File: config.mk
export PLATFORM = sky130hd
export DESIGN_NAME = mul32_seq
export DESIGN_NICKNAME = d
export VERILOG_FILES = /design/src/rtl/mul32_seq.sv
export SDC_FILE = /design/constraint.sdc
export NUM_CORES = 1
export LEC_CHECK = 0
export ABC_AREA = 1
export CAP_MARGIN = 20
export CORE_AREA = 8 8 197 274
export DETAILED_ROUTE_END_ITERATION = 10
export DIE_AREA = 0 0 205 282
export GPL_TIMING_DRIVEN = 0
export HOLD_SLACK_MARGIN = 0.05
export MAX_ROUTING_LAYER = met4
export PLACE_DENSITY = 0.49
export SYNTH_ARGS = -nofsm -noshare
export SYNTH_HDL_FRONTEND = slang
export SYNTH_SLANG_ARGS = --single-unit
export TNS_END_PERCENT = 30
File: constraint.sdc
create_clock -name clk -period 8.2 [get_ports clk]
set_input_delay 1.64 -clock clk [delete_from_list [all_inputs] [get_ports clk]]
set_output_delay 1.64 -clock clk [all_outputs]
set_load 0.05 [all_outputs]
File: src/rtl/mul32_seq.sv
// Sequential 32x32 -> 64 multiplier built around an external combinational 16x16 multiplier.
// Optional signed mode is enabled by defining MUL32_SEQ_SIGNED_EN (adds the is_signed port).
module mul32_seq (
  input  logic        clk,
  input  logic        rst_n,
  input  logic        start,
  input  logic [31:0] opa,
  input  logic [31:0] opb,
`ifdef MUL32_SEQ_SIGNED_EN
  input  logic        is_signed,
`endif
  output logic        busy,
  output logic        done,
  output logic [63:0] result,
  output logic        mul_en,
  output logic [15:0] mul_a,
  output logic [15:0] mul_b,
  input  logic [31:0] mul_p
);

  typedef enum logic [2:0] {IDLE, MUL0, MUL1, MUL2, MUL3, DONE} state_t;

  state_t      state_q;
  logic [31:0] a_q, b_q;
  logic [63:0] acc_q, result_q;
  logic        busy_q, done_q, mul_en_q;
  logic [15:0] mul_a_q, mul_b_q;

  logic [31:0] a_d, b_d;
  logic [63:0] addend_d, sum_d, final_d;
`ifdef MUL32_SEQ_SIGNED_EN
  logic        neg_q, neg_d;
`endif

  // Signed mode multiplies magnitudes; 0x80000000 stays 0x80000000, i.e. 2^31 unsigned.
  always_comb begin
    a_d = opa;
    b_d = opb;
`ifdef MUL32_SEQ_SIGNED_EN
    neg_d = 1'b0;
    if (is_signed) begin
      a_d   = opa[31] ? (~opa + 32'd1) : opa;
      b_d   = opb[31] ? (~opb + 32'd1) : opb;
      neg_d = opa[31] ^ opb[31];
    end
`endif
  end

  always_comb begin
    case (state_q)
      MUL1, MUL2: addend_d = {16'b0, mul_p, 16'b0};
      MUL3:       addend_d = {mul_p, 32'b0};
      default:    addend_d = {32'b0, mul_p};
    endcase
    sum_d   = acc_q + addend_d;
    final_d = sum_d;
`ifdef MUL32_SEQ_SIGNED_EN
    if (neg_q) final_d = ~sum_d + 64'd1;
`endif
  end

  // Multiplier operands are registered one state ahead so they line up with the state using mul_p.
  always_ff @(posedge clk or negedge rst_n) begin
    if (!rst_n) begin
      state_q  <= IDLE;
      a_q      <= '0;
      b_q      <= '0;
      acc_q    <= '0;
      result_q <= '0;
      busy_q   <= 1'b0;
      done_q   <= 1'b0;
      mul_en_q <= 1'b0;
      mul_a_q  <= '0;
      mul_b_q  <= '0;
`ifdef MUL32_SEQ_SIGNED_EN
      neg_q    <= 1'b0;
`endif
    end else begin
      case (state_q)
        IDLE: begin
          if (start) begin
            a_q      <= a_d;
            b_q      <= b_d;
            acc_q    <= '0;
            busy_q   <= 1'b1;
            mul_en_q <= 1'b1;
            mul_a_q  <= a_d[15:0];
            mul_b_q  <= b_d[15:0];
`ifdef MUL32_SEQ_SIGNED_EN
            neg_q    <= neg_d;
`endif
            state_q  <= MUL0;
          end
        end
        MUL0: begin
          acc_q   <= {32'b0, mul_p};
          mul_b_q <= b_q[31:16];
          state_q <= MUL1;
        end
        MUL1: begin
          acc_q   <= sum_d;
          mul_a_q <= a_q[31:16];
          mul_b_q <= b_q[15:0];
          state_q <= MUL2;
        end
        MUL2: begin
          acc_q   <= sum_d;
          mul_b_q <= b_q[31:16];
          state_q <= MUL3;
        end
        MUL3: begin
          acc_q    <= sum_d;
          result_q <= final_d;
          done_q   <= 1'b1;
          mul_en_q <= 1'b0;
          mul_a_q  <= '0;
          mul_b_q  <= '0;
          state_q  <= DONE;
        end
        DONE: begin
          done_q  <= 1'b0;
          busy_q  <= 1'b0;
          state_q <= IDLE;
        end
        default: state_q <= IDLE;
      endcase
    end
  end

  assign busy   = busy_q;
  assign done   = done_q;
  assign result = result_q;
  assign mul_en = mul_en_q;
  assign mul_a  = mul_a_q;
  assign mul_b  = mul_b_q;

endmodule

# After elaboration in Yosys (flattened, before gate mapping)
# Cells that the tools add are included.
[classes] n_mux=13 add_sub_neg=1 n_reduce_logical=16 eq_ne=6
[op_table] op="$pmux 64 s3" n=1
[op_table] op="$pmux 64 s2" n=1
[op_table] op="$add 64x64->64" n=1
[op_table] op="$mux 64" n=1
[op_table] op="$pmux 16 s4" n=1
[op_table] op="$pmux 16 s3" n=1
[op_table] op="$mux 16" n=2
[op_table] op="$pmux 3 s5" n=1
[op_table] op="$reduce_and 2->1" n=6
[op_table] op="$eq 3x2->1 const B" n=2
[op_table] op="$eq 3x3->1 const B" n=2
[op_table] op="$pmux 1 s2" n=3
[op_table] op="$reduce_bool 2->1" n=3
[op_table] op="$reduce_bool 3->1" n=2
[op_table] op="$reduce_bool 4->1" n=1
[op_table] op="$reduce_or 2->1" n=2
[op_table] op="$eq 3x1->1 const B" n=1
[op_table] op="$logic_not 3->1" n=1
[op_table] op="$mux 3" n=1
[op_table] op="$reduce_or 3->1" n=1
[op_table] op="$ne 2x2->1 const B" n=1
[op_table] op="$mux 1" n=1
[word_totals] word_cells=46 regBits=230

# Logic depth before layout (Yosys ltp)
[depth] depth_word=5 depth_mapped=26

# Worst setup path before layout
# OpenSTA, ideal clock, no wires.
[synth_timing] kind="input port to flip-flop" start="input mul_p[0]" end="register result_q[60] (netlist: result[60])" slack_ns=4.703 t_arrival_ns=3.379 n_path_buf=0 required_time_ns=8.082 stages=19 cell_sequence="inv_1 nor2_1 ha_1 inv_1 fa_1 inv_1 nand3_1 nand2_1 nand2_1 nand2_1 nand2_1 nand2_1 nand2_1 nand2_1 nand2_1 nand2_1 nand2_1 nand3_1 nand2_1"
[synth_between] elab_chain_cells=2
[synth_lines] element="from (decl)" line="18" source="input logic [31:0] mul_p"
[synth_lines] element="$pmux 64 s2" line="50" source="case (state_q)"
[synth_lines] element="$add 64x64->64" line="55" source="sum_d = acc_q + addend_d;"
[synth_lines] element="to (signal assigned)" line="113" source="result_q <= final_d;"
[synth_lines] element="to (decl)" line="25" source="logic [63:0] acc_q, result_q;"
# Every way passes these cells.
# A chain may end at the register's enable or synchronous reset.

# Final worst setup path
[layout_timing] start="register state_q[2]" end="register acc_q[20]"
[layout_between] elab_chain_cells=5 elab_cells_between_ends=13 cone_classes="1 x add/sub; 5 x eq/ne; 2 x mux; 5 x reduce/logical"
[layout_lines] element="from (decl)" line="23" source="state_t state_q;"
[layout_lines] element="from (signal assigned)" line="65" source="state_q <= IDLE;"
[layout_lines] element="from (signal assigned)" line="92" source="state_q <= MUL0;"
[layout_lines] element="from (signal assigned)" line="98" source="state_q <= MUL1;"
[layout_lines] element="$eq 3x2->1" line="50, 79"
[layout_lines] element="$reduce_or 2->1" line="50"
[layout_lines] element="$pmux 64 s2" line="50"
[layout_lines] element="$add 64x64->64" line="55"
[layout_lines] element="$pmux 64 s3" line="79" source="case (state_q)"
[layout_lines] element="to (signal assigned)" line="96" source="acc_q <= {32'b0, mul_p};"
[layout_lines] element="to (signal assigned)" line="101" source="acc_q <= sum_d;"
[layout_lines] element="to (signal assigned)" line="107" source="acc_q <= sum_d;"
[layout_lines] element="to (decl)" line="25"
# Parallel ways exist; a longest one is shown, timed or not.

==> reports/results.ini <==
[layout]
syn_to_final_growth_pct = 25.1
nets = 2710
drive_above_1_share = 0.0421
final_cells = 3211
multi_input_area_mm2 = 0.00782
regArea_mm2 = 0.00536
fillCellCount = 5496
fin_util = 0.372

[critical_path]
critical_path_class = flip-flop to flip-flop
end_kind = flip-flop
worstPathRequired_ps = 8690
cp.arrival_ps = 5350
startpoint_type = flip-flop
cp_max_fo = 10

[power_and_ir_drop]
power_frac_comb = 0.651
p_int_uw = 3920
seq_power_share = 0.213
pwr-share-clk = 0.136
vdd_drop_max_v = 0.000210
p_switching_uw = 4830
p_sw_frac = 0.552
power_density_mw_per_mm2 = 472
cellLeakagePower_uw = 0.0101

[timing]
min_period_over_period = 0.593
slew_headroom = 0.403
setup_viol = 0
slew_viol_final = 0
hold_slack_ps = 476
hold_viol = 0
finalSetupTns_ps = 0
clock.fmax_mhz = 206
finClkSkew_ps = 16.7
period_needed_ps = 4860
rsz0062_at_grt = no
worstMarginPinSlew_ps = 895

[cts]
clk_latency_ps = 580
clk_pin_slew_ps = 60
cts.sinks = 214
cts-root-buf = clkbuf_16
cts_resized = 0
tritoncts = built
post-cts-setup-buffer-count = 0
numCtsBuffers = 26
cts-hold-fix-buffers = 0
clockBufferDepth = 3
cts_htree_levels = 1

[logic_synthesis]
ys_async_sr_fraction = 1.00
synth_cells = 2320
yosysWarnings = 0
synth_fp_nets = 2483
syn_area_per_cell_um2 = 6.39
synth_seq_cells = 214
synth.top_cell.area_share = 0.361
synth_edf_count = 0
yosys_most_used_dff = dfrtp_1
yosysUniqueCellTypes = 38
synth_area_mm2 = 0.0148
ys_seq_area_frac = 0.361
netlist_top_cells_area = dfrtp_1 (36%), nand2_1 (26%), inv_1 (8.9%), ha_1 (5.3%), nand3_1 (4.8%)
synth_area_leader_cell = dfrtp_1

[placement]
numPortBuffers = 197
globalplace.congestion = 1.03
placed_cells = 3162
dp_hpwl_mm = 55.0

[floorplan]
die_x_um = 205
core_mm2 = 0.0498
start_util = 0.298
floorplan.rows = 97
io_pins = 198
die_h_um = 282
dieArea_mm2 = 0.0578

[global_routing]
grt_overflow_total = 0
grt_pass1_vias = 15500
grt_use_total = 0.237
antenna_found_initial = 1
grt_pass1_wl_mm = 99.0
grt_max_degree = 80

[drt]
vias_per_cell = 4.75
drc = 0
wl_mm = 67.1
first_iter_violations = 894
avgRoutedWirePerCell_um = 20.9
drt_pass1_iterations = 5
ant_nets = 0
num_vias = 15300

[run_status]
status = completed

[run]
timing.max_cap.violations = 0

[worst_hold_path]
hold_path_class = flip-flop to flip-flop

==> Yosys cell counts (all sizes together) (3+ instances only) <==
library cell / count
nand2: 1036
inv: 363
dfrtp: 214
nor2: 189
nand3: 141
a21oi: 90
ha: 63
clkbuf: 36
o22ai: 32
xor2: 29
buf: 25
o211ai: 20
a22oi: 16
nor3: 16
o21ai: 11
nand4: 10
a31oi: 8
nand3b: 7
o221ai: 3
==> layout make-up <==
type,count,area share
clock inverter,9,0.00567
buffer,61,0.0149
tap,643,0.0434
multi-input combinational,1682,0.422
timing repair buffer,199,0.110
clock buffer,39,0.0415
antenna,1,0.000135
inverter,363,0.0738
sequential,214,0.289
==> stage by stage <==
stage          instance area (µm²)  setup WS, ps  power (µW)
6_report                     18500          3340        8740
5_1_grt                      18500          2980        9410
4_1_cts                      18500          3310        8840
3_5_place_dp                 17700          2800        7600
3_3_place_gp                 17600         -4420        7560
2_1_floorplan                14800          4700        5510
==> cell usage in the layout, fill, tap and decap left out, drive strengths merged <==
cell           count
a21boi             1
a21oi             90
a221oi             1
a22oi             16
a31oi              8
and2               1
buf               28
bufinv             1
clkbuf            75
clkdlybuf4s50    196
clkinv             7
clkinvlp           1
dfrtp            214
diode              1
fa                 1
ha                63
inv              363
nand2           1036
nand3            141
nand3b             7
nand4             10
nor2             189
nor3              16
nor4               2
o211ai            20
o21ai             11
o21bai             2
o221ai             3
o22ai             32
or2                1
xnor2              2
xor2              29
==> sequential cells by signal, summed over array words and instances, names as in the netlist <==
register,count
b_q,32
busy,1
mul_en,1
result,64
acc_q,64
state_q,3
a_q,16
mul_a,16
mul_b,16
done,1
==> path summary, 6_finish.rpt <==
check / depth (start not counted) / start / to / slack [ps]
max: 19 / state_q[2] / acc_q[20] / 3340
min: 2 / result[25] / result[25] / 480
max reg2reg: 19 / state_q[2] / acc_q[20] / 3340
min reg2reg: 2 / result[25] / result[25] / 480
max in group asynchronous: 2 / rst_n / acc_q[49] / 6310
min in group asynchronous: 1 / rst_n / b_q[26] / 1010
==> per-layer routing <==
layer	part of all wire	GRT usage	wire, µm	vias up
met5	0	-	0	-
met4	0.060	0.125	4060	0
met3	0.046	0.0306	3080	118
met2	0.50	0.414	33600	410
met1	0.39	0.259	26400	7127
li1	-	-	-	7596
==> power by group through the flow <==
| stage | clock (µW) | combinational, µW | sequential [µW] |
|---|---|---|---|
| after floorplan | 0 | 2910 | 2600 |
| after global placement | 0 | 5690 | 1870 |
| after detailed placement | 0 | 5720 | 1880 |
| after CTS | 1230 | 5740 | 1870 |
| after global routing | 1260 | 6230 | 1920 |
| final | 1190 | 5690 | 1860 |
==> cell families after synthesis <==
| logic type | Yosys count | synth area share |
|---|---|---|
| simple gates | 1403 | 0.376 |
| buf+inv | 424 | 0.111 |
| flops | 214 | 0.361 |
| compound gates | 184 | 0.0784 |
| fa+ha+maj | 64 | 0.0545 |
| xor+xnor | 31 | 0.0183 |
==> critical path, cell delays in order (launching register included) <==
cell	delay [ps]
dfrtp_1	450
inv_1	110
nor2_1	120
inv_2	80
nor2_4	330
nor2_4	110
inv_1	110
buf_2	240
buf_2	280
o22ai_1	160
ha_1	420
nand2_1	210
nor2_1	510
nand2_1	400
inv_1	160
nand4_1	90
nand3_1	390
xor2_1	380
nand2_1	100
o211ai_1	110
(Power assumes the default switching activity.)
